`config.mk`:
```
export PLATFORM = sky130hd
export DESIGN_NAME = dpram_ctrl
export DESIGN_NICKNAME = d
export VERILOG_FILES = /design/src/rtl/dpram_ctrl.sv
export SDC_FILE = /design/constraint.sdc
export NUM_CORES = 1
export LEC_CHECK = 0
export CAP_MARGIN = 0
export CORE_ASPECT_RATIO = 0.5
export CORE_MARGIN = 2
export CORE_UTILIZATION = 39
export CTS_CLUSTER_DIAMETER = 120
export DETAILED_ROUTE_END_ITERATION = 10
export GPL_ROUTABILITY_DRIVEN = 1
export HOLD_SLACK_MARGIN = 0.15
export PLACE_DENSITY = 0.66
export SKIP_CTS_REPAIR_TIMING = 1
export SYNTH_ARGS = -nofsm -noshare
export SYNTH_HDL_FRONTEND = slang
export SYNTH_SLANG_ARGS = --single-unit
```
`constraint.sdc`:
```
create_clock -name clk -period 2 [get_ports clk]
set_clock_uncertainty 0.05 [all_clocks]
set_input_delay 0.2 -clock clk [delete_from_list [all_inputs] [get_ports clk]]
set_output_delay 0.2 -clock clk [all_outputs]
set_load 0.03 [all_outputs]
```
`src/rtl/dpram_ctrl.sv`:
```
// Dual-port RAM controller: zero-fills the RAM after reset, registers the write
// port, and round-robin arbitrates two read clients with a tagged response pipeline.
module dpram_ctrl #(
  parameter int ADDR_WIDTH = 8,
  parameter int DATA_WIDTH = 8,
  parameter int RD_LATENCY = 2,
  parameter int INIT_EN    = 1
) (
  input  logic                  clk,
  input  logic                  rst_n,
  output logic                  init_done,
  input  logic                  wr_req,
  input  logic [ADDR_WIDTH-1:0] wr_req_addr,
  input  logic [DATA_WIDTH-1:0] wr_req_data,
  output logic                  wr_ready,
  input  logic [1:0]            rd_req,
  input  logic [ADDR_WIDTH-1:0] rd_req_addr0,
  input  logic [ADDR_WIDTH-1:0] rd_req_addr1,
  output logic [1:0]            rd_gnt,
  output logic [1:0]            rsp_valid,
  output logic [DATA_WIDTH-1:0] rsp_data,
  output logic                  rsp_ecccorr,
  output logic                  rsp_eccderr,
  output logic [15:0]           corr_cnt,
  output logic [15:0]           derr_cnt,
  output logic                  wr_cs,
  output logic [ADDR_WIDTH-1:0] wr_addr,
  output logic [DATA_WIDTH-1:0] wr_data,
  output logic                  rd_cs,
  output logic [ADDR_WIDTH-1:0] rd_addr,
  input  logic [DATA_WIDTH-1:0] rd_data,
  input  logic                  ecccorr,
  input  logic                  eccderr
);

  typedef enum logic {S_INIT, S_RUN} state_t;
  localparam state_t RST_STATE = (INIT_EN != 0) ? S_INIT : S_RUN;

  state_t              state, state_nxt;
  logic [ADDR_WIDTH:0] init_cnt;
  logic                init_full;
  logic                rr_last;
  logic [RD_LATENCY:0] vld_pipe;
  logic [RD_LATENCY:0] tag_pipe;

  // Extra MSB on the fill counter marks "every address has been written".
  assign init_full = init_cnt[ADDR_WIDTH];
  assign init_done = (state == S_RUN);
  assign rd_cs     = vld_pipe[0];

  always_ff @(posedge clk or negedge rst_n) begin
    if (!rst_n) state <= RST_STATE;
    else        state <= state_nxt;
  end

  always_comb begin
    state_nxt = state;
    wr_ready  = 1'b0;
    rd_gnt    = 2'b00;
    case (state)
      S_INIT: if (init_full) state_nxt = S_RUN;
      S_RUN: begin
        wr_ready = rst_n;
        if (rst_n) begin
          case (rd_req)
            2'b01:   rd_gnt = 2'b01;
            2'b10:   rd_gnt = 2'b10;
            // rr_last names the client granted most recently; the other one wins.
            2'b11:   rd_gnt = rr_last ? 2'b01 : 2'b10;
            default: rd_gnt = 2'b00;
          endcase
        end
      end
      default: state_nxt = RST_STATE;
    endcase
  end

  always_ff @(posedge clk or negedge rst_n) begin
    if (!rst_n) begin
      init_cnt <= '0;
      wr_cs    <= 1'b0;
      wr_addr  <= '0;
      wr_data  <= '0;
    end else if (state == S_INIT) begin
      wr_data <= '0;
      if (!init_full) begin
        wr_cs    <= 1'b1;
        wr_addr  <= init_cnt[ADDR_WIDTH-1:0];
        init_cnt <= init_cnt + (ADDR_WIDTH+1)'(1);
      end else begin
        wr_cs <= 1'b0;
      end
    end else begin
      wr_cs <= wr_req;
      if (wr_req) begin
        wr_addr <= wr_req_addr;
        wr_data <= wr_req_data;
      end
    end
  end

  // Stage 0 of the valid/tag pipe is the RAM read strobe itself.
  always_ff @(posedge clk or negedge rst_n) begin
    if (!rst_n) begin
      vld_pipe <= '0;
      tag_pipe <= '0;
      rd_addr  <= '0;
      rr_last  <= 1'b1;
    end else begin
      vld_pipe <= {vld_pipe[RD_LATENCY-1:0], |rd_gnt};
      tag_pipe <= {tag_pipe[RD_LATENCY-1:0], rd_gnt[1]};
      if (|rd_gnt) begin
        rr_last <= rd_gnt[1];
        rd_addr <= rd_gnt[1] ? rd_req_addr1 : rd_req_addr0;
      end
    end
  end

  always_ff @(posedge clk or negedge rst_n) begin
    if (!rst_n) begin
      rsp_valid   <= 2'b00;
      rsp_data    <= '0;
      rsp_ecccorr <= 1'b0;
      rsp_eccderr <= 1'b0;
      corr_cnt    <= '0;
      derr_cnt    <= '0;
    end else if (vld_pipe[RD_LATENCY]) begin
      rsp_valid   <= tag_pipe[RD_LATENCY] ? 2'b10 : 2'b01;
      rsp_data    <= rd_data;
      rsp_ecccorr <= ecccorr;
      rsp_eccderr <= eccderr;
      if (ecccorr && corr_cnt != 16'hFFFF) corr_cnt <= corr_cnt + 16'd1;
      if (eccderr && derr_cnt != 16'hFFFF) derr_cnt <= derr_cnt + 16'd1;
    end else begin
      rsp_valid <= 2'b00;
    end
  end

endmodule

```
==> impl_results.md <==
- Routed wire length: 8.49 mm
- Initial antenna violation count: 0
- Tmin final: 1.88 ns
- Area contributors post-synth: dfrtp_1 58%, mux2i_1 6.5%, xor2_1 4.5%, mux2_2 3.4%, xnor2_1 2.8%
- Hold WS: 0.310 ns
- CP arrival: 2.05 ns
- Cell Rows: 25
- Core Area: 0.00932 mm2
- Clock root cell: clkbuf_16
- RSZ-0062 raised after global routing: no
- Setup violators final: 0
- Drt wl/cell: 14.7 um
- Post-synth EDFFs: 0
- Die width: 142 um
- Reg area: 0.00216 mm2
- Max-cap viol count: 0
- N_diodes: 0
- Max-slew violations: 0
- Outcome: finished clean
- Setup TNS after final layout: 0 ns
- Worst-skew pair later-pin latency: 0.33 ns
- Initial core utilization: 39.6%
- Clock sink count: 86
- Crit path max fanout: 6
- Synth Warn #: 0
- Startpoint Class: register
- Leakage: 0.00249 uW
- Top-area cell type share of the netlist area: 57.7%
- Vias/cell: 4.93
- TritonCTS Buffers: 9
- CTS tree: done
- Syn Nets: 368
- Seq/Total Area, Yosys: 58.4%
- First-pass GRT wire length: 13.7 mm
- Die Ht: 72.8 um
- Tcrit/Tclk final: 94.1%
- Post-route ant nets: 0
- DPL Wire Length: 6.29 mm
- Peak VDD IR: 0.000391 V
- Post-Synthesis Cells: 318
- Ys flop type: dfrtp_1
- Worst Tran Pin Value: 0.445 ns
- Layout Nets: 502
- Layout area overhead: 46.5%
- Port-buffer cells: 120
- Via count: 2850
- Pin count of the biggest net entering global routing: 82
- Vias in the first global route: 2910
- Htree depth: 3
- Achievable Freq: 531 MHz
- CP endpoint kind: register
- FILL cells: 773
- Clock Pin Slew Worst Setup and Hold Paths: 0.06 ns
- Post-DP Area: 0.00508 mm2
- GRT Util Overall: 17.1%
- Final count of hold timing violations: 0
- Multi-input gate area: 0.00147 mm2
- FFs w/ async S/R, synth: 100%
- Die ar.: 0.0103 mm2
- DRC viols: 0
- CTS max path bufs: 2
- Slew HR: 70.2%
- Initial DRC Count: 156
- Required time worst endpoint: 2.17 ns
- Share of cells above drive strength 1: 10.1%
- Post-synthesis register bit count: 86
- Largest area contributor in the netlist: dfrtp_1
- Drt first pass iters: 4
- Syn_area_per_cell: 11.6 um2
- Overflow after GRT: 0
- Io pins: 121
- Final instance area: 0.00540 mm2
- HP Class: reg2reg
- Count of different cell masters after synthesis: 35
- Post-Syn Area: 0.00369 mm2
- Routability cong.: 0.775
- Cell Pwr Density: 656 mW/mm2
- WS Path Type: reg2reg
area by class of cell:
| class | instances | area share (%) |
|---|---|---|
| clock buffers | 11 | 4.49 |
| clock inverters | 5 | 1.09 |
| inverters | 8 | 0.556 |
| multi-input cells | 215 | 27.1 |
| flip-flops and latches | 86 | 39.9 |
| well taps | 121 | 2.80 |
| repair buffers | 132 | 24.0 |
layout by cell type (no fill, tap or decap), types with 8 or more instances in the layout:
| cell | Yosys | final |
|---|---|---|
| clkdlybuf4s50_1 | 0 | 116 |
| dfrtp_1 | 85 | 83 |
| mux2i_1 | 24 | 24 |
| nand2_1 | 23 | 23 |
| xor2_1 | 19 | 19 |
| a21oi_1 | 17 | 17 |
| nor2_1 | 17 | 17 |
| nand3_1 | 13 | 13 |
| buf_4 | 0 | 13 |
| xnor2_1 | 12 | 12 |
| nor2b_1 | 11 | 11 |
| nand4_1 | 11 | 11 |
| mux2_2 | 11 | 11 |
| o21ai_0 | 11 | 11 |
| clkbuf_16 | 0 | 9 |
| inv_1 | 8 | 8 |
| nor3_1 | 8 | 8 |
cell usage after synthesis, types with 3 or more instances:
library cell,instances
xnor2_1,12
nand4_1,11
mux2i_1,24
xor2_1,19
nand2_1,23
a31oi_1,4
mux2_2,11
inv_1,8
nor2_1,17
ha_1,3
dfrtp_1,85
a21oi_1,17
and4_1,3
clkbuf_1,3
nor2b_1,11
and2_1,3
nor4b_1,3
and3_1,5
buf_2,6
nor3_1,8
o21ai_0,11
nor4_1,5
nand3_1,13
final timing paths:
path	to	cells past startpoint	start	slack (ns)
min reg2reg	tag_pipe[2]$_DFF_PN0_	0	tag_pipe[1]$_DFF_PN0_	0.31
max in group asynchronous	derr_cnt[0]$_DFFE_PN0P_	4	rst_n	0.23
min	tag_pipe[2]$_DFF_PN0_	0	tag_pipe[1]$_DFF_PN0_	0.31
max	derr_cnt[11]$_DFFE_PN0P_	5	derr_cnt[0]$_DFFE_PN0P_	0.12
max reg2reg	derr_cnt[11]$_DFFE_PN0P_	5	derr_cnt[0]$_DFFE_PN0P_	0.12
min in group asynchronous	rd_addr[5]$_DFFE_PN0P_	3	rst_n	0.90
registers in the layout, summed over array words and instances (netlist names), 2 cells and up:
name and count:
corr_cnt 16, derr_cnt 16, init_cnt 9, rd_addr 8, rsp_data 8, rsp_valid 2
tag_pipe 3, vld_pipe 3, wr_addr 8, wr_data 8
metal layers:
metal,vias to the layer above,routed length (um),global-route usage (%)
li1,1395,-,-
met1,1381,3720,20.8
met2,67,4340,30.0
met3,7,366,5.31
met4,0,68,4.78
met5,-,0,0
worst max-delay path, stage by stage (launching register included):
cell,delay (ns)
dfrtp_2,0.40
ha_1,0.20
nand3_1,0.14
or4_1,0.61
and4b_1,0.24
xor2_1,0.14
where the power goes:
part	switching (uW)	internal, uW	total (uW)
Combinational	60.4	95.0	155
Sequential	0	1740	1740
Clock	649	1000	1650
Total	709	2840	3550
cells by family (layout without fill, tap and decap cells):
group           count (synthesis)  count (layout)  synth area share (%)
simple gates                  109             109                  15.9
flops                          86              86                  58.4
compound gates                 37              37                  5.50
mux                            35              35                  9.87
xor+xnor                       31              31                  7.36
buf+inv                        17             156                  1.93
fa+ha+maj                       3               3                  1.02
metrics by stage:
step | instances | util (%) | power, uW | setup WS (ns)
2_1_floorplan | 318 | - | 1790 | 0.0600
3_3_place_gp | 560 | 54.5 | 1920 | 0.160
3_5_place_dp | 560 | 54.5 | 1930 | 0.119
4_1_cts | 576 | 57.7 | 3610 | 0.0827
5_1_grt | 578 | 58.0 | 3700 | 0.00478
6_report | 578 | 58.0 | 3550 | 0.117
Power figures use the tool's default switching activity.
